File: config.mk
export PLATFORM = sky130hd
export DESIGN_NAME = shift_seq32
export DESIGN_NICKNAME = d
export VERILOG_FILES = /design/src/rtl/shift_seq32.sv
export SDC_FILE = /design/constraint.sdc
export NUM_CORES = 1
export LEC_CHECK = 0
export ABC_CLOCK_PERIOD_IN_PS = 3700
export BUFFER_PORTS_ARGS = -buffer_cell sky130_fd_sc_hd__buf_4
export CAP_MARGIN = 20
export CELL_PAD_IN_SITES_DETAIL_PLACEMENT = 1
export CELL_PAD_IN_SITES_GLOBAL_PLACEMENT = 2
export CORE_MARGIN = 2
export CORE_UTILIZATION = 34
export CTS_CLUSTER_DIAMETER = 120
export CTS_CLUSTER_SIZE = 25
export DETAILED_ROUTE_END_ITERATION = 6
export PLACE_DENSITY_LB_ADDON = 0.1
export SYNTH_ARGS = -nofsm -noshare
export SYNTH_HDL_FRONTEND = slang
export SYNTH_SLANG_ARGS = --single-unit
File: constraint.sdc
create_clock -name clk -period 3.7 [get_ports clk]
set_input_delay 0.185 -clock clk [delete_from_list [all_inputs] [get_ports clk]]
set_output_delay 0.185 -clock clk [all_outputs]
set_load 0.01 [all_outputs]
File: src/rtl/shift_seq32.sv
// shift_seq32 - multi-cycle 32-bit shift sequencer.
//
// A shift request of 0..31 positions is split into steps of at most three
// positions. One step is taken per clock through a 4-way-per-bit step
// shifter, so only a 2-bit select mux sits in front of each result bit
// instead of a full five-level barrel shifter.
//
// Ports:
//   clk       system clock, rising edge
//   reset_n   asynchronous active-low reset
//   op_start  request strobe, sampled only in IDLE
//   op        00 LSL, 01 LSR, 10 ASR, 11 ROR
//   d_in      operand, captured on acceptance
//   shamt     shift amount 0..31, captured on acceptance
//   busy      high whenever the sequencer is not IDLE
//   done      one-cycle completion pulse
//   d_out     result register
//   c_out     last bit shifted out (ROR: final d_out[31])
//
// state | meaning
// ------+------------------------------------------------------------
// IDLE  | waiting for op_start; result registers hold the last result
// SHIFT | one step of min(rem,3) positions per clock
// DONE  | done pulse for one cycle, then back to IDLE

module shift_seq32 (
    input  logic        clk,
    input  logic        reset_n,
    input  logic        op_start,
    input  logic [1:0]  op,
    input  logic [31:0] d_in,
    input  logic [4:0]  shamt,
    output logic        busy,
    output logic        done,
    output logic [31:0] d_out,
    output logic        c_out
);

    typedef enum logic [1:0] {
        IDLE  = 2'd0,
        SHIFT = 2'd1,
        DONE  = 2'd2
    } state_t;

    localparam logic [1:0] OP_LSL = 2'b00;
    localparam logic [1:0] OP_LSR = 2'b01;
    localparam logic [1:0] OP_ASR = 2'b10;

    state_t      r_state;
    logic [1:0]  r_op;
    logic [4:0]  r_rem;
    logic [31:0] r_acc;
    logic        r_c;
    logic        r_busy;
    logic        r_done;

    logic [1:0]  w_step;
    logic [31:0] w_acc_nxt;
    logic        w_c_nxt;

    // Step is min(rem,3); never exceeds rem, so rem cannot underflow.
    assign w_step = (r_rem >= 5'd3) ? 2'd3 : r_rem[1:0];

    // Step shifter. For every right-going op the last vacated bit is
    // acc[step-1]; for ROR that same bit lands in the new acc[31].
    always_comb begin
        w_acc_nxt = r_acc;
        w_c_nxt   = 1'b0;
        case (w_step)
            2'd1: begin
                case (r_op)
                    OP_LSL:  w_acc_nxt = {r_acc[30:0], 1'b0};
                    OP_LSR:  w_acc_nxt = {1'b0, r_acc[31:1]};
                    OP_ASR:  w_acc_nxt = {r_acc[31], r_acc[31:1]};
                    default: w_acc_nxt = {r_acc[0], r_acc[31:1]};
                endcase
                w_c_nxt = (r_op == OP_LSL) ? r_acc[31] : r_acc[0];
            end
            2'd2: begin
                case (r_op)
                    OP_LSL:  w_acc_nxt = {r_acc[29:0], 2'b00};
                    OP_LSR:  w_acc_nxt = {2'b00, r_acc[31:2]};
                    OP_ASR:  w_acc_nxt = {{2{r_acc[31]}}, r_acc[31:2]};
                    default: w_acc_nxt = {r_acc[1:0], r_acc[31:2]};
                endcase
                w_c_nxt = (r_op == OP_LSL) ? r_acc[30] : r_acc[1];
            end
            2'd3: begin
                case (r_op)
                    OP_LSL:  w_acc_nxt = {r_acc[28:0], 3'b000};
                    OP_LSR:  w_acc_nxt = {3'b000, r_acc[31:3]};
                    OP_ASR:  w_acc_nxt = {{3{r_acc[31]}}, r_acc[31:3]};
                    default: w_acc_nxt = {r_acc[2:0], r_acc[31:3]};
                endcase
                w_c_nxt = (r_op == OP_LSL) ? r_acc[29] : r_acc[2];
            end
            default: begin
                w_acc_nxt = r_acc;
                w_c_nxt   = 1'b0;
            end
        endcase
    end

    always_ff @(posedge clk or negedge reset_n) begin
        if (!reset_n) begin
            r_state <= IDLE;
            r_op    <= 2'b00;
            r_rem   <= 5'd0;
            r_acc   <= 32'd0;
            r_c     <= 1'b0;
            r_busy  <= 1'b0;
            r_done  <= 1'b0;
        end else begin
            case (r_state)
                IDLE: begin
                    if (op_start) begin
                        r_acc  <= d_in;
                        r_op   <= op;
                        r_rem  <= shamt;
                        r_c    <= 1'b0;
                        r_busy <= 1'b1;
                        if (shamt == 5'd0) begin
                            r_state <= DONE;
                            r_done  <= 1'b1;
                        end else begin
                            r_state <= SHIFT;
                            r_done  <= 1'b0;
                        end
                    end
                end
                SHIFT: begin
                    r_acc <= w_acc_nxt;
                    r_rem <= r_rem - {3'b000, w_step};
                    r_c   <= w_c_nxt;
                    if (r_rem == {3'b000, w_step}) begin
                        r_state <= DONE;
                        r_done  <= 1'b1;
                    end
                end
                DONE: begin
                    r_state <= IDLE;
                    r_busy  <= 1'b0;
                    r_done  <= 1'b0;
                end
                default: begin
                    r_state <= IDLE;
                    r_busy  <= 1'b0;
                    r_done  <= 1'b0;
                end
            endcase
        end
    end

    assign busy  = r_busy;
    assign done  = r_done;
    assign d_out = r_acc;
    assign c_out = r_c;

endmodule
==> impl_metrics.py, run 1 <==
metrics = {
    "critical_path": {
        "critical_path_class": "reg -> reg",
        "crit_arrival_ns": 3.24,
        "end_kind": "register",
        "cp-start-kind": "register",
        "cp.required_ns": 3.90,
        "worst-path-max-fanout": 59,
    },
    "global_routing": {
        "grt_pass1_vias": 3673,
        "gr-total-overflow": 0,
        "grt_usage_pct": 20.47,
        "grt_max_degree": 64,
        "grt_pass1_wl_mm": 18.75,
        "antenna_found_initial": 0,
    },
    "clock_network": {
        "h-tree-depth": 2,
        "cts_tree": "built",
        "cts_buffers": 5,
        "cts_hold_buf": 1,
        "clk_pin_slew_ns": 0.11,
        "clkLatencyLatePin_ns": 0.31,
        "cts_setup_buffers": 0,
        "cts-resized-gates": 0,
        "cts-root-buf": "clkbuf_8",
        "clockBufferDepth": 2,
        "cts_sinks": 43,
    },
    "timing": {
        "max_slew_margin_pct": 25.51,
        "setup_ws_ns": 0.6541,
        "max_freq_mhz": 328.3,
        "fin_crit_ns": 3.046,
        "tns_ns": 0,
        "finalCritPeriodShare_pct": 82.32,
        "worst_slew_pin_slew_ns": 1.117,
        "rsz0062_at_grt": "no",
        "skew_ns": 0.01268,
        "final_max_slew_viol_count": 0,
        "hold_viol": 0,
        "hold_slack_ns": 0.09625,
        "finalSetupViolCount": 0,
    },
    "route": {
        "num_vias": 3636,
        "vias_per_cell": 5.799,
        "routed_wl_mm": 11.27,
        "first_pass_iters": 4,
        "ant_nets": 0,
        "wl_per_cell_um": 17.97,
        "route.detailed.drc": 0,
        "drt-initial-drc-count": 130,
    },
    "layout": {
        "layout-drive-gt1-share_pct": 21.46,
        "final_nets": 540,
        "area_delta_synth_final_pct": 20.61,
        "final_cell_mix": "buf_4, nand2_1, o21ai_0, dfrtp_1",
        "final_cells": 627,
        "fill_cells": 1244,
        "final_common_cell": "buf_4",
        "antennaDiodeCount": 0,
    },
    "synthesis": {
        "yosysUniqueCellTypes": 44,
        "synth_edf_count": 0,
        "ys_async_sr_fraction_pct": 100.0,
        "ys_warn_count": 0,
        "ys.flop_type": "dfrtp_1",
        "seq_area_frac_synth_pct": 31.09,
        "syn_inst": 444,
        "syn_nets": 491,
        "avgSynthCellArea_sq_um": 7.795,
        "netlist_area_sq_um": 3461,
        "ys_seq_elements": 43,
    },
    "power_and_ir_drop": {
        "sw_frac_of_total_pct": 52.96,
        "leakagePower_nw": 1.720,
        "power_frac_clock_pct": 7.4,
        "ir_drop_uv": 521.6,
        "p_seq_share_pct": 25.0,
        "combPwrFrac_pct": 67.6,
        "power_mw": 4.519,
        "p_sw_mw": 2.393,
        "p_per_area_nw_per_um2": 1083,
        "p_int_mw": 2.126,
    },
    "placement": {
        "gp_congestion": 0.7904,
        "port-buffer-count": 76,
        "dp_slack_ns": 0.7744,
        "placed_cells": 618,
        "dpl.hpwl_mm": 7.742,
    },
    "worst_hold_path": {
        "hold_class": "in -> reg",
    },
    "die": {
        "rows": 36,
        "core_sq_um": 9819,
        "dieArea_sq_um": 11000,
        "dieHeight_um": 104.9,
        "die_w_um": 104.9,
        "floorplan.initialDensity_pct": 35.24,
        "ios": 77,
    },
    "flow_run": {
        "max_cap_viol_count": 0,
    },
    "status": {
        "outcome": "completed",
    },
}
[power by group through the flow]
stage / registers [mW] / clock network (mW) / logic, mW
5_1_grt: 1.19 / 0.355 / 3.42
6_report: 1.13 / 0.335 / 3.05
2_1_floorplan: 1.01 / 0 / 2.24
3_5_place_dp: 1.14 / 0 / 3.05
4_1_cts: 1.13 / 0.348 / 3.07
3_3_place_gp: 1.12 / 0 / 3.00
[final timing paths]
check	startpoint	endpoint	slack, ns	cells past startpoint
setup / recovery	r_rem[2]	d_out[31]	0.65	9
hold / removal	op[0]	r_op[0]	0.1	2
setup reg to reg	r_rem[2]	d_out[31]	0.65	9
hold reg to reg	busy	busy	0.52	2
max in group asynchronous	reset_n	r_op[1]	2.85	2
min in group asynchronous	reset_n	d_out[7]	0.42	2
[stage by stage]
step           instance area [sq um]  utilization (%)
2_1_floorplan                   3461                -
3_3_place_gp                    4071            41.46
3_5_place_dp                    4071            41.46
4_1_cts                         4174            42.51
5_1_grt                         4174            42.51
6_report                        4174            42.51
[flip-flops by register name, summed over array words and instances, names as in the netlist]
signal	cells
busy	1
r_state	2
c_out	1
d_out	32
r_rem	5
r_op	2
[area by class of cell]
cell class                 count  area, sq um  share of cell area (%)
tap                          133        166.4                   3.987
sequential                    43         1079                   25.84
timing repair buffer          84        633.1                   15.17
multi-input combinational    355         2188                   52.43
inverter                       4        15.01                  0.3597
clock buffer                   5        68.82                   1.649
clock inverter                 3        23.77                  0.5695
[cells by family (layout without fill, tap and decap cells)]
| group | after synthesis | after routing | share of synthesized area (%) |
|---|---|---|---|
| AO/OA/AOI/OAI | 180 | 180 | 34.96 |
| adder cells (fa/ha/maj) | 5 | 5 | 1.808 |
| buffers and inverters | 46 | 96 | 5.676 |
| multiplexers | 7 | 7 | 2.241 |
| AND/OR/NAND/NOR | 163 | 163 | 24.22 |
| flip-flops | 43 | 43 | 31.09 |
[routing by layer]
| metal | track usage, % | vias up | part of all wire (%) |
|---|---|---|---|
| li1 | - | 1770 | - |
| met1 | 28.94 | 1788 | 48 |
| met2 | 34.28 | 73 | 48 |
| met3 | 2.433 | 5 | 3.7 |
| met4 | 2.952 | 0 | 0.41 |
| met5 | 0 | - | 0 |
[synthesized netlist by cell type (3+ instances only)]
cell type | count | area (sq um)
o31ai_1 | 29 | 217.7
inv_1 | 3 | 11.26
nand2b_1 | 4 | 25.02
o21a_1 | 30 | 225.2
o221ai_1 | 27 | 236.5
buf_1 | 8 | 30.03
buf_2 | 7 | 35.03
nor2b_1 | 4 | 25.02
a22oi_1 | 4 | 30.03
clkbuf_1 | 25 | 93.84
ha_1 | 5 | 62.56
nor2_1 | 12 | 45.04
nor3_1 | 4 | 20.02
nor3b_1 | 30 | 225.2
dfrtp_1 | 43 | 1076
nand3_1 | 29 | 145.1
o21ai_0 | 68 | 340.3
nand2_1 | 69 | 259.0
a21oi_1 | 10 | 50.05
mux2_2 | 6 | 67.56
[critical path, stage by stage, from the launching register on]
cell	delay (ns)
dfrtp_1	0.51
nor4_4	0.12
inv_2	0.07
buf_4	0.47
ha_1	1.00
nor3_1	0.14
nor4b_1	0.34
nor2_1	0.10
nor2_1	0.12
a31oi_1	0.05
Note: power is estimated with default switching activity, not from simulation.
==> run 2: changes to the inputs <==
ABC_AREA = 1   (was default)
ABC_CLOCK_PERIOD_IN_PS = 3050   (was 3700)
CORE_UTILIZATION = 28   (was 34)
clock period = 3.05 ns   (was 3.7 ns; I/O delays follow)
==> impl_metrics.py, run 2 <==
metrics = {
    "synthesis": {
        "synth_top_family_by_area": "simple AND/OR/NAND/NOR gates",
        "synth-xor-area-share_pct": 0.4821,
        "seq_area_frac_synth_pct": 29.61,
        "synth_top_area_share_pct": 29.61,
        "ys_warn_count": 0,
        "synth_fa_ha_area_share_pct": 1.722,
        "syn_inst": 615,
        "yosys-top-cells-count": "nand2_1, nor2_1, a21oi_1",
        "synth_edf_count": 0,
        "yosys.area_share.simple_pct": 47.38,
        "yosys.cell_count.top_type": "nand2_1",
        "netlist_area_sq_um": 3633,
        "ys_async_sr_fraction_pct": 100.0,
        "syn_nets": 662,
        "yosysTopAreaCell": "dfrtp_1",
        "ys.flop_type": "dfrtp_1",
        "ys_seq_elements": 43,
        "synthTopCellsByArea": "dfrtp_1, nand2_1, nor2_1",
        "avgSynthCellArea_sq_um": 5.908,
        "yosysUniqueCellTypes": 26,
        "synth_compound_area_share_pct": 12.95,
        "synthMuxAreaShare_pct": 0,
    },
    "clock_network": {
        "cts_buffers": 5,
        "clockBufferDepth": 2,
        "cts_sinks": 43,
        "cts_tree": "built",
        "clk_pin_slew_ns": 0.06,
        "h-tree-depth": 2,
        "cts_setup_buffers": 0,
        "clkLatencyLatePin_ns": 0.30,
        "cts-root-buf": "clkbuf_16",
    },
    "timing": {
        "skew_ns": 0.003678,
        "finalCritPeriodShare_pct": 80.75,
        "worst_slew_pin_slew_ns": 0.7947,
        "finalSetupViolCount": 0,
        "hold_slack_ns": 0.05676,
        "max_freq_mhz": 406.0,
        "final_max_slew_viol_count": 0,
        "hold_viol": 0,
        "rsz0062_at_grt": "no",
        "fin_crit_ns": 2.463,
        "tns_ns": 0,
        "max_slew_margin_pct": 46.89,
    },
    "placement": {
        "dpl.hpwl_mm": 9.189,
        "placed_area_sq_um": 4284,
        "gp_congestion": 0.8075,
        "port-buffer-count": 76,
    },
    "route": {
        "num_vias": 4154,
        "drt-initial-drc-count": 164,
        "wl_per_cell_um": 15.60,
        "first_pass_iters": 6,
        "route.detailed.drc": 0,
        "ant_nets": 0,
        "routed_wl_mm": 13.22,
        "vias_per_cell": 4.904,
    },
    "die": {
        "rows": 41,
        "die_w_um": 117.9,
        "floorplan.initialDensity_pct": 28.79,
        "ios": 77,
        "core_sq_um": 12620,
        "dieHeight_um": 117.9,
        "dieArea_sq_um": 13900,
    },
    "status": {
        "outcome": "completed",
    },
    "critical_path": {
        "critical_path_class": "reg -> reg",
        "cp.required_ns": 3.28,
        "cp-start-kind": "register",
        "cpPeakStageDelay_ns": 0.49,
        "end_kind": "register",
        "path_cells": "inv_1 -> nand3_1 -> nor2_1 -> inv_1 -> ha_1 -> inv_1 -> nand2_1 -> nor2_4 -> nor2_4 -> inv_2 -> a21oi_1 -> a21oi_1",
        "slowest_stage": "inv_2",
        "path_common_cell": "inv_1",
        "crit_arrival_ns": 2.69,
        "rrSetupSlack_ns": 0.59,
        "worst-path-max-fanout": 31,
    },
    "layout": {
        "fill_cells": 1729,
        "final_util_pct": 35.41,
        "final_common_cell": "nand2_1",
        "largest_register_ffs": 32,
        "final_cell_mix": "nand2_1, nor2_1, buf_4, a21oi_1, nand3_1",
        "final_nets": 721,
        "design_area_sq_um": 4468,
        "layout-drive-gt1-share_pct": 18.37,
        "area_delta_synth_final_pct": 22.97,
        "antennaDiodeCount": 0,
    },
    "worst_hold_path": {
        "hold_class": "in -> reg",
    },
    "power_and_ir_drop": {
        "leakagePower_nw": 2.375,
        "ir_drop_uv": 790.5,
        "power_mw": 6.211,
        "p_per_area_nw_per_um2": 1390,
    },
    "global_routing": {
        "grt_usage_pct": 19.66,
        "grt_pass1_wl_mm": 22.24,
        "grt_pass1_vias": 4412,
        "antenna_found_initial": 0,
        "gr-total-overflow": 0,
        "grt_max_degree": 66,
    },
    "flow_run": {
        "max_cap_viol_count": 0,
    },
}
==> run 2: final timing paths <==
kind,from,endpoint,cells after the start
max,r_rem[2],d_out[13],12
min,op[1],r_op[1],3
max reg2reg,r_rem[2],d_out[13],12
min reg2reg,c_out,c_out,2
max in group asynchronous,reset_n,d_out[27],2
min in group asynchronous,reset_n,busy,2
==> run 2: metal layers <==
metal | vias to the layer above | GRT usage, % | routed length, um
met4 | 0 | 4.819 | 147
met3 | 10 | 3.004 | 386
li1 | 2069 | - | -
met1 | 2014 | 24.89 | 6038
met2 | 61 | 34.88 | 6644
met5 | - | 0 | 0
==> run 2: area by class of cell <==
| type | count | area [sq um] | area share (%) |
|---|---|---|---|
| Clock inverter | 2 | 35.03 | 0.7841 |
| Sequential cell | 43 | 1076 | 24.08 |
| Tap cell | 172 | 215.2 | 4.817 |
| Multi-Input combinational cell | 516 | 2280 | 51.02 |
| Inverter | 24 | 90.09 | 2.016 |
| Clock buffer | 6 | 138.9 | 3.108 |
| Timing Repair Buffer | 84 | 633.1 | 14.17 |
==> run 2: where the power goes <==
part | switching [mW] | internal (mW)
sequential | 0.417 | 0.881
clock | 0.261 | 0.408
combinational | 2.74 | 1.51
total | 3.42 | 2.80
==> run 2: what timing repair did <==
| item | CTS | global route |
|---|---|---|
| gates resized for setup | 0 | 0 |
| hold endpoints to repair | 43 | 0 |
| hold buffers | 1 | 0 |
==> run 2: kinds of logic (layout without fill, tap and decap cells) <==
| group | after synthesis | count (layout) |
|---|---|---|
| AOI/OAI and AO/OA | 90 | 90 |
| xor gates and xnor gates | 2 | 2 |
| adders and majority gates | 5 | 5 |
| buffers and inverters | 56 | 116 |
| DFF | 43 | 43 |
| and+or+nand+nor | 419 | 419 |
==> run 2: per-stage QoR <==
stage	std cells	setup slack, ns
after global routing	847	0.2457
after global placement	838	0.6892
after floorplan	615	1.033
after CTS	847	0.5474
after detailed placement	838	0.5565
final	847	0.5872
==> run 2: worst max-delay path: cells and delay by family (launching register included) <==
family                   cells  cell delay (ns)
adder cells (fa/ha/maj)      1             0.20
AO/OA/AOI/OAI                2             0.26
AND/OR/NAND/NOR              5             0.68
buffers and inverters        4             0.83
flip-flops                   1             0.41
==> run 3: changes to the inputs <==
ABC_CLOCK_PERIOD_IN_PS = 2300   (was 3050)
clock period = 2.3 ns   (was 3.05 ns; I/O delays follow)
==> impl_metrics.py, run 3 (synthesis gave the netlist of run 2 again) <==
metrics = {
    "timing": {
        "hold_viol": 0,
        "fin_crit_ns": 2.088,
        "tns_ns": 0,
        "finalSetupViolCount": 0,
        "finalCritPeriodShare_pct": 90.80,
        "worst_slew_pin_slew_ns": 0.7408,
        "skew_ns": 0.004590,
        "max_slew_margin_pct": 50.44,
        "rsz0062_at_grt": "no",
        "max_freq_mhz": 478.8,
        "final_max_slew_viol_count": 0,
    },
    "power_and_ir_drop": {
        "p_seq_share_pct": 20.5,
        "p_sw_mw": 4.571,
        "leakagePower_nw": 2.410,
        "power_frac_clock_pct": 9.6,
        "ir_drop_uv": 666.8,
        "power_mw": 8.364,
        "p_per_area_nw_per_um2": 1842,
        "sw_frac_of_total_pct": 54.66,
        "combPwrFrac_pct": 70.0,
        "p_int_mw": 3.793,
    },
    "clock_network": {
        "cts_tree": "built",
        "clk_pin_slew_ns": 0.07,
        "clkLatencyLatePin_ns": 0.30,
        "cts-root-buf": "clkbuf_16",
        "h-tree-depth": 2,
        "cts_buffers": 5,
        "cts_sinks": 43,
        "cts_setup_buffers": 0,
        "clockBufferDepth": 2,
    },
    "die": {
        "dieHeight_um": 117.9,
        "ios": 77,
        "rows": 41,
        "core_sq_um": 12620,
        "floorplan.initialDensity_pct": 28.79,
        "die_w_um": 117.9,
        "dieArea_sq_um": 13900,
    },
    "layout": {
        "final_nets": 726,
        "final_common_cell": "nand2_1",
        "largest_register_ffs": 32,
        "final_cells": 852,
        "layout-drive-gt1-share_pct": 18.82,
        "ff_latch_area_sq_um": 1076,
        "multi_input_comb_area_sq_um": 2280,
        "fill_cells": 1721,
        "design_area_sq_um": 4541,
        "antennaDiodeCount": 0,
        "area_delta_synth_final_pct": 24.97,
        "final_cell_mix": "nand2_1, nor2_1, buf_4, a21oi_1, nand3_1",
        "final_util_pct": 35.98,
    },
    "placement": {
        "gp_congestion": 0.8152,
        "dpl.hpwl_mm": 9.224,
        "port-buffer-count": 76,
        "placed_cells": 843,
        "placed_area_sq_um": 4372,
    },
    "route": {
        "routed_wl_mm": 13.35,
        "drt-initial-drc-count": 211,
        "first_pass_iters": 4,
        "route.detailed.drc": 0,
        "num_vias": 4243,
        "wl_per_cell_um": 15.67,
        "vias_per_cell": 4.980,
        "ant_nets": 0,
    },
    "status": {
        "outcome": "completed",
    },
    "critical_path": {
        "path_cells": "inv_1 -> nand3_1 -> nor2_1 -> inv_1 -> ha_1 -> nand2_1 -> nor2_4 -> nor2_4 -> inv_4 -> buf_12 -> a21oi_1 -> a21oi_1",
        "critical_path_class": "reg -> reg",
        "end_kind": "register",
        "r2r_cells": 12,
        "r2r_start": "r_rem[2]",
        "cpPeakStageDelay_ns": 0.40,
        "crit_arrival_ns": 2.27,
        "slowest_stage": "dfrtp_1",
        "cp-start-kind": "register",
        "cp.required_ns": 2.48,
        "worst-path-max-fanout": 20,
        "startpoint": "r_rem[2]",
    },
    "worst_hold_path": {
        "holdCritStartpoint": "op[0]",
        "hold_class": "in -> reg",
        "hold_depth": 3,
    },
    "flow_run": {
        "max_cap_viol_count": 0,
    },
    "global_routing": {
        "antenna_found_initial": 0,
        "grt_max_degree": 66,
        "grt_pass1_wl_mm": 22.67,
        "gr-total-overflow": 0,
        "grt_pass1_vias": 4501,
        "grt_usage_pct": 19.80,
    },
}
## run 3: changes by cell type in the layout (fill, tap and decap cells not counted), sizes merged
cell	change
clkinv	-1
clkbuf	+2
buf	+5
bufinv	-1
## run 3: final timing paths
kind / end / slack (ns)
hold / removal: r_op[0] / 0.03
setup / recovery: d_out[1] / 0.21
setup reg to reg: d_out[1] / 0.21
min in group asynchronous: busy / 0.37
hold reg to reg: busy / 0.49
max in group asynchronous: d_out[21] / 1.50
## run 3: area by class of cell
class | count | area share (%)
Tap cell | 172 | 4.740
Clock buffer | 8 | 3.444
Multi-Input combinational cell | 516 | 50.21
Timing Repair Buffer | 89 | 15.87
Sequential cell | 43 | 23.70
Inverter | 24 | 2.039
## run 3: critical path: cells and delay by family, from the launching register on
family	cells	cell delay, ns
and+or+nand+nor	5	0.58
AOI/OAI and AO/OA	2	0.24
adders and majority gates	1	0.28
buffers and inverters	4	0.47
DFF	1	0.40
## run 3: stage by stage
step / setup slack, ns / hold slack, ns
finish: 0.2116 / 0.03305
global route: 0.01598 / 0.03333
CTS: 0.1057 / 0.02791
detailed placement: 0.1317 / 0.1849
global placement: 0.2584 / 0.1689
floorplan: 0.2827 / -0.1806
## run 3: timing repair
action,in CTS,in global routing
hold buffers,1,0
endpoints found under the hold margin,43,0
endpoints found under the setup margin,0,17
resized for setup,0,2
## run 3: power groups by stage
| stage | clock network (mW) | registers (mW) | logic, mW |
|---|---|---|---|
| after global routing | 0.846 | 1.78 | 6.73 |
| after CTS | 0.828 | 1.72 | 5.95 |
| final | 0.799 | 1.71 | 5.85 |
| after detailed placement | 0 | 1.73 | 5.91 |
| after global placement | 0 | 1.73 | 5.79 |
| after floorplan | 0 | 1.70 | 4.02 |
## run 3: routing by layer
metal	up-vias	global-route usage [%]	wire length [um]
li1	2088	-	-
met1	2078	25.51	6236
met2	62	34.01	6470
met3	15	3.343	436
met4	0	5.572	210
met5	-	0	0
